`config.mk`:
```
export PLATFORM = sky130hd
export DESIGN_NAME = instr_fetch
export DESIGN_NICKNAME = d
export VERILOG_FILES = /design/src/rtl/rv_if_pkg.sv /design/src/rtl/fetch_fifo.sv /design/src/rtl/instr_fetch.sv
export SDC_FILE = /design/constraint.sdc
export NUM_CORES = 1
export LEC_CHECK = 0
export BUFFER_PORTS_ARGS = -buffer_cell sky130_fd_sc_hd__buf_2
export CAP_MARGIN = 20
export CORE_ASPECT_RATIO = 0.5
export CORE_UTILIZATION = 40
export DETAILED_ROUTE_END_ITERATION = 8
export PLACE_DENSITY = 0.69
export SYNTH_ARGS = -nofsm -noshare
export SYNTH_HDL_FRONTEND = slang
export SYNTH_HIERARCHICAL = 1
export SYNTH_SLANG_ARGS = --single-unit
export TNS_END_PERCENT = 20
```
`constraint.sdc`:
```
create_clock -name clk -period 5.2 [get_ports clk]
set_clock_uncertainty 0.05 [all_clocks]
set_input_delay 1.56 -clock clk [delete_from_list [all_inputs] [get_ports clk]]
set_output_delay 1.56 -clock clk [all_outputs]
set_load 0.05 [all_outputs]
```
`src/rtl/rv_if_pkg.sv`:
```
// rv_if_pkg: shared fetch-unit types, reset PC default and major RV32 opcodes.
package rv_if_pkg;
  typedef enum logic [1:0] {REQ, WAIT, DROP} state_t;
  localparam logic [31:0] DEFAULT_RESET_PC = 32'h0000_0000;
  localparam logic [6:0] OP_BRANCH = 7'b1100011;
  localparam logic [6:0] OP_JAL    = 7'b1101111;
  localparam logic [6:0] OP_LOAD   = 7'b0000011;
  localparam logic [6:0] OP_STORE  = 7'b0100011;
endpackage

```
`src/rtl/fetch_fifo.sv`:
```
// fetch_fifo: small FIFO with registered storage, flush and occupancy count.
module fetch_fifo #(
  parameter int WIDTH = 64,
  parameter int DEPTH = 2
) (
  input  logic                   clk,
  input  logic                   rst_n,
  input  logic                   push,
  input  logic [WIDTH-1:0]       wdata,
  input  logic                   pop,
  input  logic                   flush,
  output logic [WIDTH-1:0]       rdata,
  output logic [$clog2(DEPTH):0] count
);
  localparam int AW = $clog2(DEPTH);
  localparam int CW = AW + 1;
  localparam logic [CW-1:0] FULL = CW'(DEPTH);
  logic [WIDTH-1:0] mem [DEPTH];
  logic [AW-1:0] rd_ptr, wr_ptr;
  logic do_push, do_pop;
  assign do_pop = pop && count != '0;
  assign do_push = push && (count != FULL || do_pop);
  assign rdata = mem[rd_ptr];
  always_ff @(posedge clk or negedge rst_n)
    if (!rst_n) begin
      for (int i = 0; i < DEPTH; i++) mem[i] <= '0;
      rd_ptr <= '0;
      wr_ptr <= '0;
      count <= '0;
    end else if (flush) begin
      rd_ptr <= '0;
      wr_ptr <= '0;
      count <= '0;
    end else begin
      if (do_push) begin
        mem[wr_ptr] <= wdata;
        wr_ptr <= wr_ptr + AW'(1);
      end
      if (do_pop) rd_ptr <= rd_ptr + AW'(1);
      count <= count + CW'(do_push) - CW'(do_pop);
    end
endmodule

```
`src/rtl/instr_fetch.sv`:
```
// instr_fetch: owns the PC, fetches over req/gnt/rvalid into fetch_fifo for the datapath.
// Define IF_STALL_CNT_EN to add stall_cnt (cycles the consumer was ready but nothing was valid).
module instr_fetch
  import rv_if_pkg::*;
#(
  parameter logic [31:0] RESET_PC = DEFAULT_RESET_PC,
  parameter int FIFO_DEPTH = 2
) (
  input  logic        clk,
  input  logic        rst_n,
  output logic        imem_req,
  output logic [31:0] imem_addr,
  input  logic        imem_gnt,
  input  logic        imem_rvalid,
  input  logic [31:0] imem_rdata,
  input  logic        pc_src,
  input  logic [31:0] branch_target,
  output logic        instr_valid,
  input  logic        instr_ready,
  output logic [31:0] instr,
  output logic [31:0] instr_pc,
`ifdef IF_STALL_CNT_EN
  output logic [31:0] stall_cnt,
`endif
  output logic [6:0]  opcode
);
  localparam int CW = $clog2(FIFO_DEPTH) + 1;
  state_t state, state_nxt;
  logic [31:0] fetch_pc, req_pc;
  logic [CW-1:0] count;
  logic [63:0] head;
  logic credit, granted, push, pop;
  assign granted = imem_req && imem_gnt;
  assign credit = (count + CW'(state != REQ)) < CW'(FIFO_DEPTH);
  assign pop = instr_valid && instr_ready;
  assign instr_valid = count != '0;
  assign {instr_pc, instr} = head;
  assign opcode = instr[6:0];
  assign imem_addr = fetch_pc;
  always_ff @(posedge clk or negedge rst_n)
    if (!rst_n) state <= REQ;
    else state <= state_nxt;
  // A redirect with a response still owed must swallow that response in DROP.
  always_comb begin
    state_nxt = state;
    if (pc_src) state_nxt = (state == REQ) ? (granted ? DROP : REQ) : (imem_rvalid ? REQ : DROP);
    else if (state == REQ) state_nxt = granted ? WAIT : REQ;
    else state_nxt = imem_rvalid ? REQ : state;
  end
  always_comb begin
    imem_req = rst_n && state == REQ && credit;
    push = state == WAIT && imem_rvalid && !pc_src;
  end
  always_ff @(posedge clk or negedge rst_n)
    if (!rst_n) begin
      fetch_pc <= RESET_PC;
      req_pc <= RESET_PC;
    end else begin
      if (pc_src) fetch_pc <= {branch_target[31:2], 2'b00};
      else if (granted) fetch_pc <= fetch_pc + 32'd4;
      if (granted) req_pc <= fetch_pc;
    end
`ifdef IF_STALL_CNT_EN
  always_ff @(posedge clk or negedge rst_n)
    if (!rst_n) stall_cnt <= '0;
    else if (instr_ready && !instr_valid && !pc_src && stall_cnt != '1) stall_cnt <= stall_cnt + 32'd1;
`endif
  fetch_fifo #(.WIDTH(64), .DEPTH(FIFO_DEPTH)) u_fifo (
    .clk(clk),
    .rst_n(rst_n),
    .push(push),
    .wdata({req_pc, imem_rdata}),
    .pop(pop),
    .flush(pc_src),
    .rdata(head),
    .count(count)
  );
endmodule

```
==> results.py, run 1 <==
metrics = {
    "run_status": {
        "status": "completed",
    },
    "placed_design": {
        "gp_congestion": 0.784,
        "port_buffers": 170,
        "dpl.cell_count": 1104,
        "dp_hpwl_um": 13500,
    },
    "clocking": {
        "ctsResizeCount": 0,
        "root_buffer": "clkbuf_16",
        "ctsHoldBuffers": 0,
        "clk_path_buf_depth": 2,
        "numClockSinks": 194,
        "htreeDepth": 4,
        "post_cts_buffers": 0,
        "cts_buffers": 17,
        "clk_pin_slew_ns": 0.07,
        "cts_tree": "yes",
        "insertion_delay_ns": 0.44,
    },
    "timing": {
        "hold_viol_final": 0,
        "worstMarginPinSlew_ns": 0.933,
        "fmaxAchievable_ghz": 0.225,
        "layout_min_cycle_time_ns": 4.44,
        "setup_tns_ns": 0,
        "grt_setup_unrepaired": "false",
        "fin_crit_sh": 0.854,
        "slew_headroom": 0.376,
        "setup_viol": 0,
        "drv_slew": 0,
    },
    "synth": {
        "synth.mux.area_fraction": 0.296,
        "synth-edff-count": 0,
        "synth_fa_ha_area_frac": 0.00411,
        "syn_avg_cell_area_um2": 13.7,
        "yosys.area_share.simple": 0.0796,
        "ys_types": 56,
        "synthFlopType": "dfrtp_1",
        "ys_ff_latch": 194,
        "ys_seq_area_frac": 0.532,
        "syn-instance-count": 669,
        "ys_warn_count": 6,
        "synth_xor_xnor_area_share": 0.00959,
        "synthArstFlopShare": 1.00,
        "synth_top_family_by_area": "multiplexers",
        "netlist_area_um2": 9130,
        "synth-compound-area-share": 0.0415,
    },
    "drt": {
        "drt_iter0_drc": 366,
        "postRouteAntennaNets": 0,
        "remaining_drc_errors": 0,
        "dr.pass1.iters": 5,
        "wl_per_cell_um": 17.8,
        "avgViaCountPerCell": 5.20,
        "drt-total-wl_um": 20300,
        "dr_total_vias": 5926,
    },
    "worst_setup_path": {
        "worstPathRequired_ns": 3.59,
        "crit_path_start": "rst_n",
        "startpoint_type": "primary input",
        "cp.arrival_ns": 2.83,
        "slowest_stage": "or4b_4",
        "path_class": "in -> out",
        "r2r_end": "u_fifo/mem[80]",
        "cp_max_fo": 18,
        "worst-path-stages": 4,
        "reg2reg_depth": 6,
        "crit_chain": "clkbuf_8 -> or4b_4 -> inv_2 -> buf_2",
        "crit_buf_inv": 3,
        "critPathTopFamily": "buffers and inverters",
        "r2r_slack_ns": 2.65,
        "rr_startpoint": "u_fifo/count[1]",
        "cp-endpoint": "imem_req",
        "slowest_delay_ns": 0.50,
        "end_kind": "output port",
    },
    "pwr": {
        "leakage_nw": 5.25,
        "p_per_area_nw_per_um2": 412,
        "ir_worst_vdd_v": 0.000218,
    },
    "layout": {
        "multi_input_area_um2": 3970,
        "nFillCells": 1924,
        "final_cells": 1140,
        "final_common_cell": "dfrtp_1",
        "mostFrequentLayoutCells": "dfrtp_1 (193), buf_2 (169), mux2_2 (155)",
        "drive_above_1_share": 0.526,
        "fin_nets": 897,
        "syn_to_final_growth_pct": 18.3,
        "final-seq-area_um2": 4860,
    },
    "floorplan": {
        "start_util": 0.415,
        "rows": 38,
        "die-area_um2": 23500,
        "die_h_um": 109,
        "die_w_um": 216,
        "ioPinCount": 175,
        "placeableCoreArea_um2": 22000,
    },
    "global_route": {
        "grt_pass1_vias": 6102,
        "grtUsageTotal": 0.179,
        "grt_max_degree": 66,
        "antenna_found_initial": 3,
        "grt_overflow": 0,
        "grt_pass1_wl_um": 32700,
    },
    "hold_path": {
        "hp-class": "reg -> reg",
    },
    "flow_run": {
        "cap_violations": 0,
    },
}
cells by family (layout without fill, tap and decap cells):
family | count (synthesis) | after routing
mux | 220 | 220
fa+ha+maj | 3 | 3
buf+inv | 58 | 221
compound gates | 53 | 53
flops | 194 | 194
simple gates | 130 | 130
other cells | 1 | 9
xor+xnor | 10 | 10
power by group:
part | total [mW] | switching [mW] | internal [mW] | leakage [nW]
Clock | 1.32 | 0.622 | 0.694 | 0.292
Combinational | 1.25 | 0.847 | 0.404 | 2.43
Sequential | 1.88 | 0.153 | 1.73 | 2.53
Total | 4.45 | 1.62 | 2.83 | 5.25
state kept, by name, indices dropped and copies added, names as in the netlist:
| signal | count |
|---|---|
| u_fifo/count | 2 |
| req_pc | 30 |
| imem_addr | 30 |
| u_fifo/rd_ptr | 1 |
| u_fifo/wr_ptr | 1 |
| state | 2 |
| u_fifo/mem | 128 |
worst min-delay path by stage:
stage	start	end	slack (ns)	depth (start not counted)
after floorplan	u_fifo/mem[0]	u_fifo/mem[0]	0.40	1
after global placement	u_fifo/mem[0]	u_fifo/mem[0]	0.41	1
after detailed placement	u_fifo/mem[1]	u_fifo/mem[1]	0.42	1
after CTS	u_fifo/mem[1]	u_fifo/mem[1]	0.44	1
after global routing	u_fifo/mem[68]	u_fifo/mem[68]	0.46	1
final	u_fifo/mem[0]	u_fifo/mem[0]	0.44	1
final cells by class:
| class | instances | area share |
|---|---|---|
| antenna | 3 | 0.000695 |
| clock buffer | 18 | 0.0406 |
| clock inverter | 14 | 0.0135 |
| inverter | 9 | 0.00313 |
| multi-input combinational | 422 | 0.367 |
| sequential | 194 | 0.449 |
| tap | 300 | 0.0347 |
| timing repair buffer | 180 | 0.0906 |
stage by stage:
step                hold slack [ns]  setup slack [ns]  cell area, um^2  total power, mW   util
finish                        0.441             0.762            10800             4.45  0.491
global route                  0.461             0.736            10800             4.65  0.491
CTS                           0.441             0.780            10800             4.50  0.489
detailed placement            0.423             0.782            10200             3.17  0.463
global placement              0.411             0.791            10200             3.14  0.463
floorplan                     0.402              1.30             9150             2.87      -
layer usage:
metal	global-route usage	share of wire	vias up	wire length [um]
met2	0.307	0.50	113	10200
met3	0.0469	0.039	19	787
met5	0	0	-	0
met1	0.221	0.45	3052	9090
li1	-	-	2742	-
met4	0.0653	0.014	0	291
synth_stat cells, types with 2 or more instances:
cell | number | share of area
nor3b_1 | 2 | 0.0016
xnor2_1 | 6 | 0.0058
xor2_1 | 4 | 0.0038
buf_4 | 14 | 0.012
nand4_1 | 11 | 0.0075
o211ai_1 | 7 | 0.0058
mux2_4 | 60 | 0.099
a221o_1 | 4 | 0.0044
o31ai_1 | 5 | 0.0041
buf_6 | 9 | 0.011
nand2_1 | 27 | 0.011
dfrtp_1 | 194 | 0.53
nor2_1 | 17 | 0.0070
a211o_1 | 2 | 0.0019
nand3_1 | 24 | 0.013
a31oi_1 | 5 | 0.0034
inv_1 | 8 | 0.0033
nor4_1 | 3 | 0.0021
nor2b_1 | 6 | 0.0041
nor3_1 | 5 | 0.0027
nor4b_1 | 2 | 0.0019
o311a_1 | 3 | 0.0033
o311ai_0 | 2 | 0.0019
buf_1 | 3 | 0.0012
and4_1 | 2 | 0.0019
or3_1 | 2 | 0.0014
or2_2 | 4 | 0.0027
ha_1 | 3 | 0.0041
buf_2 | 4 | 0.0022
a22oi_1 | 5 | 0.0041
mux2_2 | 155 | 0.19
or4_1 | 10 | 0.0082
mux2_1 | 4 | 0.0049
o21ai_0 | 15 | 0.0082
and3_1 | 3 | 0.0021
clkbuf_1 | 19 | 0.0078
Note: power is estimated with default switching activity, not from simulation.
==> run 2: changes to the inputs <==
--- a/config.mk
+++ b/config.mk
@@ -5,7 +5,7 @@
 export SDC_FILE = /design/constraint.sdc
 export NUM_CORES = 1
 export LEC_CHECK = 0
-export BUFFER_PORTS_ARGS = -buffer_cell sky130_fd_sc_hd__buf_2
+export BUFFER_PORTS_ARGS = -buffer_cell sky130_fd_sc_hd__buf_4
 export CAP_MARGIN = 20
 export CORE_ASPECT_RATIO = 0.5
 export CORE_UTILIZATION = 40
==> run 2 against run 1 <==
Effect of this change:
- die area did not move
- count of clock-buffer cells in the layout unchanged
- sequential power about the same
- register-to-register slack got worse by 0.08 ns
- global-route usage rose by 0.25 points
- core utilization up 1.9 points
- final area rose by 4.0%
- critical path depth unchanged
- critical path type unchanged
- largest power group unchanged
==> results.py, run 2 (synthesis gave the netlist of run 1 again) <==
metrics = {
    "global_route": {
        "antenna_found_initial": 0,
        "grt_pass1_vias": 6153,
        "grtUsageTotal": 0.182,
        "grt_max_degree": 78,
        "grt_overflow": 0,
        "grt_pass1_wl_um": 32900,
    },
    "placed_design": {
        "dp_hpwl_um": 13500,
        "port_buffers": 170,
        "gp_congestion": 0.752,
    },
    "layout": {
        "top_register": "u_fifo/mem",
        "syn_to_final_growth_pct": 23.0,
        "diodes": 0,
        "drive_above_1_share": 0.524,
        "largest_reg_flops": 128,
        "mostFrequentLayoutCells": "dfrtp_1 (193), buf_4 (175), mux2_2 (155)",
        "utilization": 0.511,
        "fin_nets": 896,
        "final_common_cell": "dfrtp_1",
    },
    "hold_path": {
        "min_path_cells": 1,
        "hp-class": "reg -> reg",
    },
    "clocking": {
        "clk_path_buf_depth": 2,
        "ctsHoldBuffers": 0,
        "numClockSinks": 194,
        "post_cts_buffers": 0,
        "root_buffer": "clkbuf_16",
        "htreeDepth": 4,
        "clk_pin_slew_ns": 0.07,
        "ctsResizeCount": 0,
        "insertion_delay_ns": 0.44,
        "cts_tree": "yes",
        "cts_buffers": 17,
    },
    "pwr": {
        "swShare": 0.354,
        "internal-power_mw": 2.97,
        "power_frac_seq": 0.410,
        "power_frac_comb": 0.298,
        "leakage_nw": 5.34,
        "p_sw_mw": 1.63,
        "p_per_area_nw_per_um2": 410,
        "ir_worst_vdd_v": 0.000212,
        "p_clk_frac": 0.293,
    },
    "drt": {
        "remaining_drc_errors": 0,
        "drt-total-wl_um": 20700,
        "dr.pass1.iters": 5,
        "postRouteAntennaNets": 0,
        "drt_iter0_drc": 505,
        "dr_total_vias": 5999,
        "avgViaCountPerCell": 5.28,
        "wl_per_cell_um": 18.2,
    },
    "timing": {
        "slew_headroom": 0.395,
        "setup_tns_ns": 0,
        "layout_min_cycle_time_ns": 4.26,
        "setup_viol": 0,
        "worstMarginPinSlew_ns": 0.904,
        "hold_viol_final": 0,
        "grt_setup_unrepaired": "false",
        "fmaxAchievable_ghz": 0.235,
        "drv_slew": 0,
        "fin_crit_sh": 0.818,
    },
    "worst_setup_path": {
        "reg2reg_depth": 6,
        "startpoint_type": "primary input",
        "path_class": "in -> out",
        "slowest_stage": "or4b_4",
        "worstPathRequired_ns": 3.59,
        "slowest_delay_ns": 0.48,
        "cp.arrival_ns": 2.65,
        "crit_chain": "clkbuf_8 -> or4b_4 -> inv_2 -> buf_4",
        "end_kind": "output port",
        "cp_max_fo": 13,
        "r2r_slack_ns": 2.57,
    },
    "floorplan": {
        "die_h_um": 109,
        "die_w_um": 216,
        "die-area_um2": 23500,
        "ioPinCount": 175,
        "rows": 38,
        "placeableCoreArea_um2": 22000,
        "start_util": 0.415,
    },
    "flow_run": {
        "cap_violations": 0,
    },
    "run_status": {
        "status": "completed",
    },
}
## run 2: cell count changes in the layout (fill, tap and decap cells not counted), sizes merged
cell,previous run,this run
clkinvlp,1,4
diode,3,0
bufinv,1,2
inv,16,15
clkinv,5,2
buf,179,178
## run 2: critical path, delay by kind of cell
family | cells | cell delay (ns)
simple gates | 1 | 0.48
buf+inv | 3 | 0.59
## run 2: power by group through the flow
stage	sequential, mW	combinational [mW]	clock, mW
2_1_floorplan	1.94	0.925	0
3_3_place_gp	1.90	1.36	0
3_5_place_dp	1.91	1.38	0
4_1_cts	1.89	1.38	1.39
5_1_grt	1.92	1.44	1.45
6_report	1.89	1.37	1.35
## run 2: routing by layer
layer  track usage  wire (um)
met5             0          0
met4        0.0724        464
met3        0.0424        818
met2         0.307      10300
met1         0.228       9120
## run 2: metrics by stage
step	hold slack, ns	cell area (um^2)	instances	setup WS, ns	total power, mW
final	0.438	11200	1136	0.945	4.60
after detailed placement	0.425	10600	1103	0.951	3.29
after global placement	0.412	10600	1102	0.957	3.26
after floorplan	0.402	9150	674	1.30	2.87
after CTS	0.442	11200	1135	0.950	4.66
after global routing	0.451	11200	1136	0.920	4.81
## run 2: final cells by class
class / count / area [um^2]
flip-flops and latches: 194 / 4860
clock inverters: 14 / 170
fillers: 1910 / 10800
clock buffers: 18 / 429
inverters: 9 / 33.8
multi-input cells: 422 / 3970
well taps: 300 / 375
repair buffers: 179 / 1400
## run 2: path summary, 6_finish.rpt
| check | from | end |
|---|---|---|
| min in group asynchronous | rst_n | imem_addr[16] |
| min reg2reg | u_fifo/mem[1] | u_fifo/mem[1] |
| max reg2reg | u_fifo/count[1] | u_fifo/mem[69] |
| max | rst_n | imem_req |
| min | u_fifo/mem[1] | u_fifo/mem[1] |
| max in group asynchronous | rst_n | u_fifo/mem[84] |
